===== src/rtl/ifetch_pkg.sv =====
// Shared types and constants for the instruction fetch stage.
package ifetch_pkg;

  typedef enum logic [1:0] {
    IDLE  = 2'd0,
    FETCH = 2'd1,
    DRAIN = 2'd2
  } fetch_state_e;

  typedef struct packed {
    logic [31:0] pc;
    logic [31:0] instr;
  } fetch_entry_t;

  localparam logic [31:0] IFETCH_NOP = 32'h0000_0013;

endpackage


===== src/rtl/instr_fetch_unit_fifo.sv =====
// Synchronous FIFO with a synchronous clear. Used as the instruction buffer and as the PC-tag queue.
module fetch_fifo #(
  parameter int  DEPTH = 2,
  parameter type T     = logic [31:0]
) (
  input  logic                   clk,
  input  logic                   rst_n,
  input  logic                   clear,
  input  logic                   push,
  input  T                       push_data,
  input  logic                   pop,
  output T                       pop_data,
  output logic                   full,
  output logic                   empty,
  output logic [$clog2(DEPTH):0] count
);
  localparam int AW = $clog2(DEPTH);

  T              mem [DEPTH];
  logic [AW-1:0] wptr;
  logic [AW-1:0] rptr;
  logic          do_push;
  logic          do_pop;

  assign empty    = (count == '0);
  assign full     = (count == (AW+1)'(DEPTH));
  assign do_pop   = pop && !empty;
  // A full FIFO still accepts a push when the head leaves in the same cycle.
  assign do_push  = push && (!full || do_pop);
  assign pop_data = mem[rptr];

  always_ff @(posedge clk or negedge rst_n) begin
    if (!rst_n) begin
      wptr  <= '0;
      rptr  <= '0;
      count <= '0;
      for (int i = 0; i < DEPTH; i++) mem[i] <= '0;
    end else if (clear) begin
      wptr  <= '0;
      rptr  <= '0;
      count <= '0;
    end else begin
      if (do_push) begin
        mem[wptr] <= push_data;
        wptr      <= wptr + 1'b1;
      end
      if (do_pop) rptr <= rptr + 1'b1;
      count <= count + (AW+1)'(do_push) - (AW+1)'(do_pop);
    end
  end

endmodule


===== src/rtl/instr_fetch_unit.sv =====
// Fetch stage: in-order req/gnt/rvalid requests, buffered {pc, instr} handed to decode.
// Define IFETCH_STATS_EN to add the fetched/stall/flush statistics counters.
module instr_fetch_unit
  import ifetch_pkg::*;
#(
  parameter int DATA_WIDTH = 32,
  parameter int FIFO_DEPTH = 2
) (
  input  logic                  clk,
  input  logic                  rst_n,
  input  logic [DATA_WIDTH-1:0] pc_i,
  output logic                  pc_write_o,
  input  logic                  flush_i,
  output logic                  imem_req_o,
  output logic [DATA_WIDTH-1:0] imem_addr_o,
  input  logic                  imem_gnt_i,
  input  logic                  imem_rvalid_i,
  input  logic [DATA_WIDTH-1:0] imem_rdata_i,
  output logic                  instr_valid_o,
  output logic [DATA_WIDTH-1:0] instr_o,
  output logic [DATA_WIDTH-1:0] instr_pc_o,
  input  logic                  instr_ready_i,
  output fetch_state_e          dbg_state_o
`ifdef IFETCH_STATS_EN
  ,
  output logic [31:0]           stat_fetched_o,
  output logic [31:0]           stat_stall_o,
  output logic [31:0]           stat_flush_o
`endif
);
  // Handshakes: imem request transfers when req & gnt (req and addr held until then);
  // decode transfer happens when instr_valid & instr_ready; both sampled on the rising clk edge.
  localparam int CW = $clog2(FIFO_DEPTH) + 1;

  typedef struct packed {
    logic [DATA_WIDTH-1:0] pc;
    logic [DATA_WIDTH-1:0] instr;
  } entry_t;

  fetch_state_e          state, state_next;
  logic [CW-1:0]         outstanding, discard_cnt, drain_left;
  logic [CW-1:0]         fifo_count, tag_count;
  logic [CW:0]           credit_used;
  logic                  grant, rv_ok, keep, instr_pop;
  logic                  instr_full, instr_empty, tag_full, tag_empty;
  logic [DATA_WIDTH-1:0] tag_head;
  entry_t                head;

  assign credit_used = {1'b0, outstanding} + {1'b0, fifo_count};
  // Counting buffered plus in-flight words guarantees every response finds a FIFO slot.
  assign imem_req_o  = (state == FETCH) && !flush_i && (credit_used < (CW+1)'(FIFO_DEPTH));
  assign imem_addr_o = pc_i;
  assign grant       = imem_req_o && imem_gnt_i;
  assign pc_write_o  = grant || flush_i;
  assign rv_ok       = imem_rvalid_i && (outstanding != '0);
  assign keep        = rv_ok && (discard_cnt == '0) && !flush_i;
  assign drain_left  = outstanding - CW'(rv_ok);
  assign instr_pop   = instr_valid_o && instr_ready_i && !flush_i;

  assign instr_valid_o = !instr_empty;
  assign instr_o       = head.instr;
  assign instr_pc_o    = head.pc;
  assign dbg_state_o   = state;

  always_ff @(posedge clk or negedge rst_n) begin
    if (!rst_n) begin
      state       <= IDLE;
      outstanding <= '0;
      discard_cnt <= '0;
    end else begin
      state       <= state_next;
      outstanding <= outstanding + CW'(grant) - CW'(rv_ok);
      if (flush_i)                              discard_cnt <= drain_left;
      else if (rv_ok && discard_cnt != '0)      discard_cnt <= discard_cnt - 1'b1;
    end
  end

  always_comb begin
    state_next = state;
    case (state)
      IDLE:    state_next = (flush_i && drain_left != '0) ? DRAIN : FETCH;
      FETCH:   if (flush_i && drain_left != '0) state_next = DRAIN;
      DRAIN: begin
        if (flush_i && drain_left != '0) state_next = DRAIN;
        else if (discard_cnt == '0)      state_next = FETCH;
      end
      default: state_next = IDLE;
    endcase
  end

  fetch_fifo #(.DEPTH(FIFO_DEPTH), .T(logic [DATA_WIDTH-1:0])) u_tag_q (
    .clk(clk), .rst_n(rst_n), .clear(flush_i),
    .push(grant), .push_data(pc_i),
    .pop(keep), .pop_data(tag_head),
    .full(tag_full), .empty(tag_empty), .count(tag_count)
  );

  fetch_fifo #(.DEPTH(FIFO_DEPTH), .T(entry_t)) u_instr_q (
    .clk(clk), .rst_n(rst_n), .clear(flush_i),
    .push(keep), .push_data('{pc: tag_head, instr: imem_rdata_i}),
    .pop(instr_pop), .pop_data(head),
    .full(instr_full), .empty(instr_empty), .count(fifo_count)
  );

  // Tags exist only for responses that will be kept.
  always_ff @(posedge clk) begin
    if (rst_n) begin
      assert (!(imem_rvalid_i && outstanding == '0));
      assert (!(grant && tag_full));
      assert (!(keep && tag_empty));
      assert (!(keep && instr_full && !instr_pop));
      assert (tag_count == outstanding - discard_cnt);
    end
  end

`ifdef IFETCH_STATS_EN
  always_ff @(posedge clk or negedge rst_n) begin
    if (!rst_n) begin
      stat_fetched_o <= '0;
      stat_stall_o   <= '0;
      stat_flush_o   <= '0;
    end else begin
      stat_fetched_o <= stat_fetched_o + 32'(keep);
      stat_stall_o   <= stat_stall_o + 32'(imem_req_o && !imem_gnt_i);
      stat_flush_o   <= stat_flush_o + 32'(flush_i);
    end
  end
`endif

endmodule


===== config.mk =====
export PLATFORM = sky130hd
export DESIGN_NAME = instr_fetch_unit
export DESIGN_NICKNAME = d
export VERILOG_FILES = /design/src/rtl/ifetch_pkg.sv /design/src/rtl/instr_fetch_unit_fifo.sv /design/src/rtl/instr_fetch_unit.sv
export SDC_FILE = /design/constraint.sdc
export NUM_CORES = 1
export LEC_CHECK = 0
export ABC_AREA = 1
export CORE_MARGIN = 4
export CORE_UTILIZATION = 43
export DETAILED_ROUTE_END_ITERATION = 12
export PLACE_DENSITY = 0.68
export SYNTH_ARGS = -nofsm -noshare
export SYNTH_HDL_FRONTEND = slang
export SYNTH_SLANG_ARGS = --single-unit

===== constraint.sdc =====
create_clock -name clk -period 3 [get_ports clk]
set_clock_uncertainty 0.2 [all_clocks]
set_input_delay 0.6 -clock clk [delete_from_list [all_inputs] [get_ports clk]]
set_output_delay 0.6 -clock clk [all_outputs]
set_load 0.02 [all_outputs]

# [After elaboration in Yosys (flattened, before gate mapping)]
# Cells that the tools add are included.
# Widths: inputs -> output; s select.
[classes] magnitude_cmp=7 n_bitwise=5 eq_ne=6 n_reduce_logical=39 mux=29 addsub=13
[op_table] operator="$mux 64" n=4
[op_table] operator="$bwmux 128" n=1
[op_table] operator="$mux 32" n=4
[op_table] operator="$bwmux 64" n=1
[op_table] operator="$demux 64 s1" n=1
[op_table] operator="$demux 32 s1" n=1
[op_table] operator="$logic_and 1x1->1" n=16
[op_table] operator="$mux 2" n=8
[op_table] operator="$reduce_bool 2->1" n=8
[op_table] operator="$ge 2x2->1 const B" n=4
[op_table] operator="$logic_not 2->1" n=4
[op_table] operator="$mux 1" n=8
[op_table] operator="$not 1->2" n=4
[op_table] operator="$sub 2x1->2" n=4
[op_table] operator="$add 2x1->2" n=3
[op_table] operator="$eq 2x2->1 const B" n=3
[op_table] operator="$pmux 2 s3" n=1
[op_table] operator="$reduce_and 2->1" n=3
[op_table] operator="$logic_not 1->1" n=5
[op_table] operator="$add 1x1->1 const B" n=4
[op_table] operator="$lt 2x1->1 const B" n=2
[op_table] operator="$add 2x2->3" n=1
[op_table] operator="$logic_or 1x1->1" n=3
[op_table] operator="$lt 3x2->1 const B" n=1
[op_table] operator="other kinds (5)" n=5
[totals] elab_cells=114 output_inout_bits=101 in_bits=70 ff_bits=206

# [Longest topological paths before layout]
# Gate-level depths: netlist of the first run.
[logic_depth] depth_word=10 mapped_depth=14 ltp_nobuf=12

# [By module]
# A second synthesis of the first run with hierarchy kept.
[hier_totals] hier_cells=1329 hier_area_um2=10502.6
[by_module_without_submodules] mod="fetch_fifo at u_instr_q" area_each_um2=6436.2 n_inst=1 seq_area_each_um2=3303.2 cells_each=811
[by_module_without_submodules] mod="fetch_fifo at u_tag_q" area_each_um2=3367.0 n_inst=1 seq_area_each_um2=1701.6 cells_each=422
[by_module_without_submodules] mod="instr_fetch_unit" area_each_um2=699.4 n_inst=1 seq_area_each_um2=150.1 cells_each=96

# [Worst setup path after synthesis of the first run]
# Ideal clock, no wire load.
[synth_timing] path_type="register -> register" start="register outstanding[0]" end="register outstanding[1]" slack_ps=346 period_less_slack_ps=2654 n_path_buf=2 path_stages_with_launch=15 required_time_ps=2671 setup_ps=129 t_arrival_ps=2325 path_cell_list="dfrtp_1 > nand2_1 > inv_1 > fa_1 > nor2_1 > nand3_1 > nor2_4 > buf_6 > buf_4 > inv_1 > ha_1 > inv_1 > ha_1 > xnor2_1 > xor2_1"
[synth_between] elab_chain_len=6 word_cells_on_any_way=8 cone_classes="3 x add/sub; 1 x order compare; 4 x reduce/logical"
[synth_lines] element="start: declaration" line="instr_fetch_unit.sv:41" rtl="logic [CW-1:0] outstanding, discard_cnt, drain_left;"
[synth_lines] element="start signal: assignment" line="instr_fetch_unit.sv:72" rtl="outstanding <= outstanding + CW'(grant) - CW'(rv_ok);"
[synth_lines] element="$add 2x2->3" line="instr_fetch_unit.sv:49" rtl="assign credit_used = {1'b0, outstanding} + {1'b0, fifo_count};"
[synth_lines] element="$lt 3x2->1" line="instr_fetch_unit.sv:51" rtl="assign imem_req_o = (state == FETCH) && !flush_i && (credit_used < (CW+1)'(FIFO_DEPTH));"
[synth_lines] element="$logic_and 1x1->1" line="instr_fetch_unit.sv:51"
[synth_lines] element="$logic_and 1x1->1" line="instr_fetch_unit.sv:53" rtl="assign grant = imem_req_o && imem_gnt_i;"
[synth_lines] element="$add 2x1->2" line="instr_fetch_unit.sv:72"
[synth_lines] element="$sub 2x1->2 *" line="instr_fetch_unit.sv:72"
# Every way passes the cells marked *; elsewhere a longest branch is shown, timed or not.
# A chain may end at the register's enable or synchronous reset.

# [Worst setup path after layout of the first run]
[layout_timing] start="register u_instr_q.rptr" end="output instr_o[4]"
[layout_between] elab_chain_len=4
[layout_lines] element="start: declaration" line="instr_fetch_unit_fifo.sv:21" rtl="logic [AW-1:0] rptr;"
[layout_lines] element="start signal: assignment" line="instr_fetch_unit_fifo.sv:47" rtl="if (do_pop) rptr <= rptr + 1'b1;"
[layout_lines] element="$not 1->2 (not written as such)" line="instr_fetch_unit_fifo.sv:30" rtl="assign pop_data = mem[rptr];"
[layout_lines] element="$mux 64 (not written as such) (3 in series)" line="instr_fetch_unit_fifo.sv:30"
[layout_lines] element="end: declaration" line="instr_fetch_unit.sv:20" rtl="output logic [DATA_WIDTH-1:0] instr_o,"
# No other way between the ends. The select of a mux whose other input is x is not followed.

==> results of run 1 <==
-- metal layers --
metal	track usage [%]	part of all wire, %
met5	0	0
met2	31.5	45
met4	3.77	1.5
met1	28.4	46
met3	3.16	7.1
-- state kept, by name (all words and copies together), names as in the netlist --
register / cells
dbg_state_o: 2
discard_cnt: 2
outstanding: 2
u_instr_q.count: 2
u_instr_q.mem: 128
u_instr_q.rptr: 1
u_instr_q.wptr: 1
u_tag_q.count: 2
u_tag_q.mem: 64
u_tag_q.rptr: 1
u_tag_q.wptr: 1
-- metrics by stage --
| stage | hold WS, ns | util, % | std cells |
|---|---|---|---|
| 2_1_floorplan | 0.104 | - | 1301 |
| 3_3_place_gp | 0.253 | 50.4 | 1682 |
| 3_5_place_dp | 0.258 | 50.4 | 1682 |
| 4_1_cts | 0.272 | 53.5 | 1720 |
| 5_1_grt | 0.283 | 53.5 | 1720 |
| 6_report | 0.267 | 53.5 | 1720 |
-- logic make-up (layout without fill, tap and decap cells) --
kind of cell             count (synthesis)  count (layout)
AO/OA/AOI/OAI                           18              18
XOR/XNOR                                 4               4
adder cells (fa/ha/maj)                  9               9
buffers and inverters                  166             266
flip-flops                             206             206
AND/OR/NAND/NOR                        898             898
-- worst register-to-register path, stage by stage (launching register included) --
cell,delay [ns]
dfrtp_1,0.39
nand2_1,0.07
inv_1,0.05
fa_1,0.45
nor2_2,0.14
nand3_2,0.11
nor2_4,0.09
buf_4,0.54
nand3_1,0.15
buf_4,0.29
nand2_1,0.12
nand2_1,0.06
-- layout by cell type (no fill, tap or decap), types with 5 or more instances in the layout --
cell,count
nand4_1,192
nand2_1,686
buf_12,9
nor2_1,5
clkbuf_16,23
clkbuf_8,5
inv_1,25
ha_1,8
clkbuf_1,6
a21oi_1,6
clkdlybuf4s50_1,160
o21ai_0,10
buf_4,26
dfrtp_1,204
-- area by class of cell --
type,instances,share of cell area (%)
timing repair buffer,200,16.2
sequential,206,40.9
multi-input combinational,929,33.2
inverter,29,0.904
tap,319,3.17
clock inverter,4,0.387
clock buffer,33,5.19
-- timing repair --
action,4_1_cts,5_1_grt
hold endpoints to repair,79,0
hold buffers,1,0
buffers inserted,0,0
pin swaps,1,0
endpoints found under the setup margin,14,4
resized for setup,9,5
-- path summary, 6_finish.rpt --
check,startpoint,end,slack [ns],cells after the start
setup / recovery,u_instr_q.rptr$_DFFE_PN0P_,instr_o[4],0.08,5
hold / removal,dbg_state_o[0]$_DFFE_PN0P_,dbg_state_o[0]$_DFFE_PN0P_,0.27,1
setup reg to reg,outstanding[0]$_DFF_PN0_,u_tag_q.mem[28]$_DFFE_PN0P_,0.19,11
hold reg to reg,dbg_state_o[0]$_DFFE_PN0P_,dbg_state_o[0]$_DFFE_PN0P_,0.27,1
max in group asynchronous,rst_n,u_instr_q.mem[121]$_DFFE_PN0P_,1.32,3
min in group asynchronous,rst_n,u_instr_q.mem[86]$_DFFE_PN0P_,0.49,2
-- where the power goes --
part	switching [mW]	internal, mW	total [mW]	leakage [nW]
logic	2.66	1.72	4.38	3.59
clock network	1.07	1.58	2.65	0.346
registers	0.601	3.85	4.45	2.74
==> qor.csv, run 1 <==
stage;metric;value;unit
power_and_ir_drop;LEAKAGE;6.67;nW
floorplanning;Die Wd;163;um
floorplanning;Core Area;23500;um2
global_routing;first-pass GRT wire length;43000;um
synthesis;Post-Syn Nets;1380;
clock_tree;clock slew at reported path FFs;0.06;ns
timing;Slew HR;48.4;%
floorplanning;IO Pins;171;
setup_path;CP Data Required Time;2.20;ns
job;max-cap viol count;0;
clock_tree;Skew-Pair Late Insertion Delay;0.50;ns
power_and_ir_drop;pwr/cell area;912;nW/um2
finish;fin nets;1467;
finish;Reg area;5160;um2
timing;Final setup viols;0;
synthesis;cell count after synthesis;1301;
finish;Area growth syn-to-layout;22.3;%
setup_path;CP endpoint kind;output port;
setup_path;CP Max Fanout;33;
synthesis;largest family of logic cells by synthesized area;simple AND/OR/NAND/NOR gates;
synthesis;simple-gate area share of the yosys netlist;38.0;%
synthesis;synth warn;0;
synthesis;EDFF count, synth;0;
placed_design;Place WS;0.151;ns
setup_path;critical path class;register to output port;
synthesis;Post-Syn Area per Cell;7.92;um2
detailed_routing;TritonRoute pass-1 iters;7;
clock_tree;TritonCTS clock tree;yes;
clock_tree;Root Driver;clkbuf_16;
global_routing;vias in the first global route;8304;
placed_design;port bufs;170;
clock_tree;total CTS buffers;22;
setup_path;count of buffer and inverter cells on the critical path;3;
finish;antenna cells;0;
synthesis;post-synth top area cell;dfrtp_1;
setup_path;Worst EP arrival;2.12;ns
synthesis;area share of the largest cell type after synthesis;50.0;%
timing;final setup margin;0.0830;ns
timing;Final Hold Fails;0;
floorplanning;die area;26500;um2
synthesis;dominant cells by area after synthesis;dfrtp_1 50%, nand2_1 25%, nand4_1 12%;
global_routing;Overflow after GRT;0;
global_routing;pin count of the biggest net entering global routing;85;
setup_path;delay of the slowest critical-path stage;0.61;ns
synthesis;multiplexer share of the synthesized area;0;%
timing;Final Slew Violations;0;
synthesis;commonest cells in the netlist;686 x nand2_1, 206 x dfrtp_1, 192 x nand4_1, 63 x buf_4, 36 x clkbuf_1;
synthesis;Synth Flop Type;dfrtp_1;
power_and_ir_drop;Peak VDD IR;0.350;mV
setup_path;Largest delay share family, worst path;buffers and inverters;
floorplanning;initial core utilization;43.7;%
clock_tree;CTS max path bufs;3;
finish;Final Cell Area;12600;um2
floorplanning;Die Height;163;um
clock_tree;clock sink count;206;
placed_design;dpl hpwl;15900;um
synthesis;Compound-Gate Fraction of Synth Area;1.06;%
detailed_routing;final WL;26700;um
timing;max frequency;0.343;GHz
clock_tree;H-tree levels;1;
min_path;worst hold path class;register to register;
setup_path;most frequent CP cell;nand2_1;
finish;fill count;2298;
placed_design;Final GP Congestion;0.775;
timing;total negative slack;0;ns
synthesis;Yosys reg bits;206;
timing;unrepaired setup endpoints after global routing;false;
detailed_routing;vias;8921;
power_and_ir_drop;Design Power;11.5;mW
finish;multi-input logic area;4180;um2
detailed_routing;Iter 0 DRT Violations;723;
status;status;finished, final reports clean;
setup_path;slowest stage cell, crit path;clkdlybuf4s50_1;
timing;worst slew pin tran;0.773;ns
synthesis;ys async rst share;100;%
setup_path;crit-path cells;inv_4 > buf_12 > nand2_1 > nand2_1 > clkdlybuf4s50_1;
synthesis;Syn Std Cell Area;10300;um2
detailed_routing;Via-to-Cell Ratio;5.19;
detailed_routing;DRC errors left;0;
finish;layout cell share with drive strength beyond 1;6.14;%
global_routing;initial antenna violation count;0;
timing;Tcrit/Tclk final;97.2;%
global_routing;GR Util All Layers;19.6;%
setup_path;CP startpoint kind;register;
detailed_routing;antenna-violating nets left;0;
timing;crit path time final;2.92;ns
synthesis;sequential area share after synthesis;50.0;%
synthesis;Synth Area in Adders;1.17;%
synthesis;top-count cell post-synth;nand2_1;
synthesis;Post-Synth XOR/XNOR Area;0.340;%
detailed_routing;WL per Instance;15.5;um
synthesis;Netlist cell types;26;
floorplanning;FP Rows;56;
placed_design;cell area after placement;11900;um2
Power figures use the tool's default switching activity.
==> inputs of run 2 (changes only) <==
--- a/config.mk
+++ b/config.mk
@@ -6,7 +6,7 @@
 export NUM_CORES = 1
 export LEC_CHECK = 0
 export ABC_AREA = 1
-export CORE_MARGIN = 4
+export CORE_MARGIN = 1.5
 export CORE_UTILIZATION = 43
 export DETAILED_ROUTE_END_ITERATION = 12
 export PLACE_DENSITY = 0.68
==> run 2 against run 1 <==
Register-to-register slack improved by 0.20 ns. Fmax increased by 0.45%. Critical endpoint is now instr_o[17]. Die area decreased by 6.0%. Largest power group is now combinational cells. Flip-flop and latch count unchanged. Sequential share of layout area decreased by 0.089 points. Hold slack improved by 0.0022 ns. Critical path depth unchanged. Non-clock buffer count increased by 5. First-iteration DRC count decreased by 13%. Setup slack improved by 0.013 ns. Critical path type unchanged. Power decreased by 0.42%.
==> qor.csv, run 2 (synthesis results as in run 1) <==
stage;metric;value;unit;change
placed_design;dpl hpwl;16400;um;+3.1%
floorplanning;Die Height;158;um;-3.1%
timing;final setup margin;0.0961;ns;+0.0131 ns
finish;Final Cell Area;12600;um2;+0.22%
finish;fin nets;1473;;+0.41%
timing;worst slew pin tran;0.573;ns;-0.200 ns
detailed_routing;final WL;26700;um;-0.17%
job;max-cap viol count;0;;unchanged
finish;commonest cells after routing, fill and taps aside;686 x nand2_1, 204 x dfrtp_1, 192 x nand4_1;;
global_routing;Overflow after GRT;0;;unchanged
setup_path;Worst EP arrival;2.10;ns;-0.02 ns
setup_path;CP Data Required Time;2.20;ns;about the same
timing;Final Slew Violations;0;;unchanged
placed_design;Final GP Congestion;0.781;;+0.79%
power_and_ir_drop;Peak VDD IR;0.417;mV;+19%
placed_design;cell area after placement;11900;um2;+0.32%
power_and_ir_drop;clock share of power;22.5;%;-0.6 points
power_and_ir_drop;pwr/cell area;907;nW/um2;-0.63%
timing;Final setup viols;0;;unchanged
clock_tree;total CTS buffers;23;;+4.5%
clock_tree;CTS max path bufs;3;;unchanged
setup_path;crit-path cells;inv_4 > buf_12 > nand2_1 > nand2_1 > clkdlybuf4s50_1;;
power_and_ir_drop;register share of total power;38.6;%;-0.2 points
power_and_ir_drop;Sw Share;38.0;%;+0.29 points
clock_tree;Skew-Pair Late Insertion Delay;0.51;ns;about the same
detailed_routing;Via-to-Cell Ratio;5.16;;-0.44%
finish;Top reg by flops;u_instr_q.mem;;
setup_path;critical path class;register to output port;;
detailed_routing;Iter 0 DRT Violations;627;;-13%
clock_tree;clock sink count;206;;unchanged
finish;max reg flops;128;;unchanged
detailed_routing;WL met2;11900;um;-1.4%
floorplanning;initial core utilization;43.9;%;+0.13 points
setup_path;CP endpoint kind;output port;;
detailed_routing;vias;8913;;-0.090%
timing;max frequency;0.344;GHz;+0.45%
floorplanning;Core Area;23500;um2;-0.30%
finish;Area growth syn-to-layout;22.5;%;
finish;antenna cells;0;;unchanged
floorplanning;IO Pins;171;;unchanged
timing;crit path time final;2.90;ns;-0.0131 ns
global_routing;vias in the first global route;8276;;-0.34%
floorplanning;FP Rows;56;;unchanged
finish;layout cell share with drive strength beyond 1;6.40;%;+0.26 points
status;status;finished, final reports clean;;
timing;Tcrit/Tclk final;96.8;%;-0.44 points
clock_tree;Root Driver;clkbuf_16;;
clock_tree;H-tree levels;1;;unchanged
timing;total negative slack;0;ns;unchanged
min_path;worst hold path class;register to register;;
finish;most common cell after layout, fill and taps aside;nand2_1;;
finish;final cell count without fillers;1726;;+0.35%
detailed_routing;WL met3;1920;um;+1.2%
placed_design;Place WS;0.101;ns;-0.0504 ns
timing;worst hold slack;0.269;ns;+0.00218 ns
setup_path;slowest stage cell, crit path;clkdlybuf4s50_1;;
setup_path;most frequent CP cell;nand2_1;;
placed_design;cell total after placement;1687;;+0.30%
timing;Final Hold Fails;0;;unchanged
detailed_routing;WL per Instance;15.5;um;-0.52%
global_routing;GR Util All Layers;22.0;%;+2.4 points
timing;unrepaired setup endpoints after global routing;true;;
detailed_routing;antenna-violating nets left;0;;unchanged
detailed_routing;TritonRoute pass-1 iters;5;;-2
global_routing;pin count of the biggest net entering global routing;68;;-20%
timing;Slew HR;61.8;%;+13 points
global_routing;initial antenna violation count;0;;unchanged
finish;largest registers;u_instr_q.mem: 128 flops, u_tag_q.mem: 64 flops;;
detailed_routing;top routing layer used;met4;;
setup_path;Largest delay share family, worst path;buffers and inverters;;
setup_path;delay of the slowest critical-path stage;0.60;ns;about the same
power_and_ir_drop;switching power;4.35;mW;+0.35%
floorplanning;die area;24900;um2;-6.0%
finish;fin util;53.8;%;+0.28 points
detailed_routing;DRC errors left;0;;unchanged
floorplanning;Die Wd;158;um;-3.1%
clock_tree;TritonCTS clock tree;yes;;
setup_path;r2r setup slk;0.39;ns;+0.20 ns
global_routing;first-pass GRT wire length;43800;um;+1.8%
clock_tree;clock slew at reported path FFs;0.06;ns;about the same
power_and_ir_drop;combinational fraction of design power;38.9;%;+0.8 points
setup_path;CP startpoint kind;register;;
setup_path;count of buffer and inverter cells on the critical path;3;;unchanged
detailed_routing;Metal-1 WL;12500;um;+1.2%
power_and_ir_drop;Design Power;11.4;mW;-0.42%
power_and_ir_drop;cell-internal power;7.09;mW;-0.88%
power_and_ir_drop;LEAKAGE;6.74;nW;+1.1%
setup_path;CP Max Fanout;29;;-12%
placed_design;port bufs;170;;unchanged
[run 2: timing repair]
item,CTS,global route
endpoints found under the hold margin,61,0
setup buffers,0,0
pin swaps,1,0
endpoints found under the setup margin,7,25
gates resized for setup,7,10
hold buffers,1,0
[run 2: path summary, 6_finish.rpt]
kind	depth (start not counted)	from	to
max reg2reg	11	outstanding[0]$_DFF_PN0_	u_tag_q.mem[18]$_DFFE_PN0P_
max in group asynchronous	3	rst_n	u_tag_q.mem[38]$_DFFE_PN0P_
min	2	u_instr_q.mem[67]$_DFFE_PN0P_	u_instr_q.mem[67]$_DFFE_PN0P_
min reg2reg	2	u_instr_q.mem[67]$_DFFE_PN0P_	u_instr_q.mem[67]$_DFFE_PN0P_
max	5	u_instr_q.rptr$_DFFE_PN0P_	instr_o[17]
min in group asynchronous	2	rst_n	u_instr_q.mem[91]$_DFFE_PN0P_
[run 2: layer usage]
metal  global-route usage [%]  vias up
met1                     33.2     4194
met3                     3.59       25
met2                     33.6      295
met5                        0        -
li1                         -     4399
met4                     3.73        0
[run 2: power by group through the flow]
stage                     Sequential, mW  Combinational, mW  Clock, mW
after detailed placement            4.45               4.48          0
after global placement              4.41               4.41          0
after floorplan                     4.34               2.78          0
after global routing                4.55               4.97       2.74
final                               4.42               4.45       2.57
after CTS                           4.41               4.50       2.63
[run 2: tightest hold or removal path: cells and delay by family, from the launching register on]
kind          cells  cell delay [ns]
flops             1             0.34
simple gates      2             0.10
[run 2: cell type report]
cell class                      count  area [um2]
Clock buffer                       35         661
Sequential cell                   206        5160
Inverter                           29         114
Tap cell                          319         399
Multi-Input combinational cell    929        4180
Timing Repair Buffer              205        2080
Clock inverter                      3        22.5
Fill cell                        2221       10900
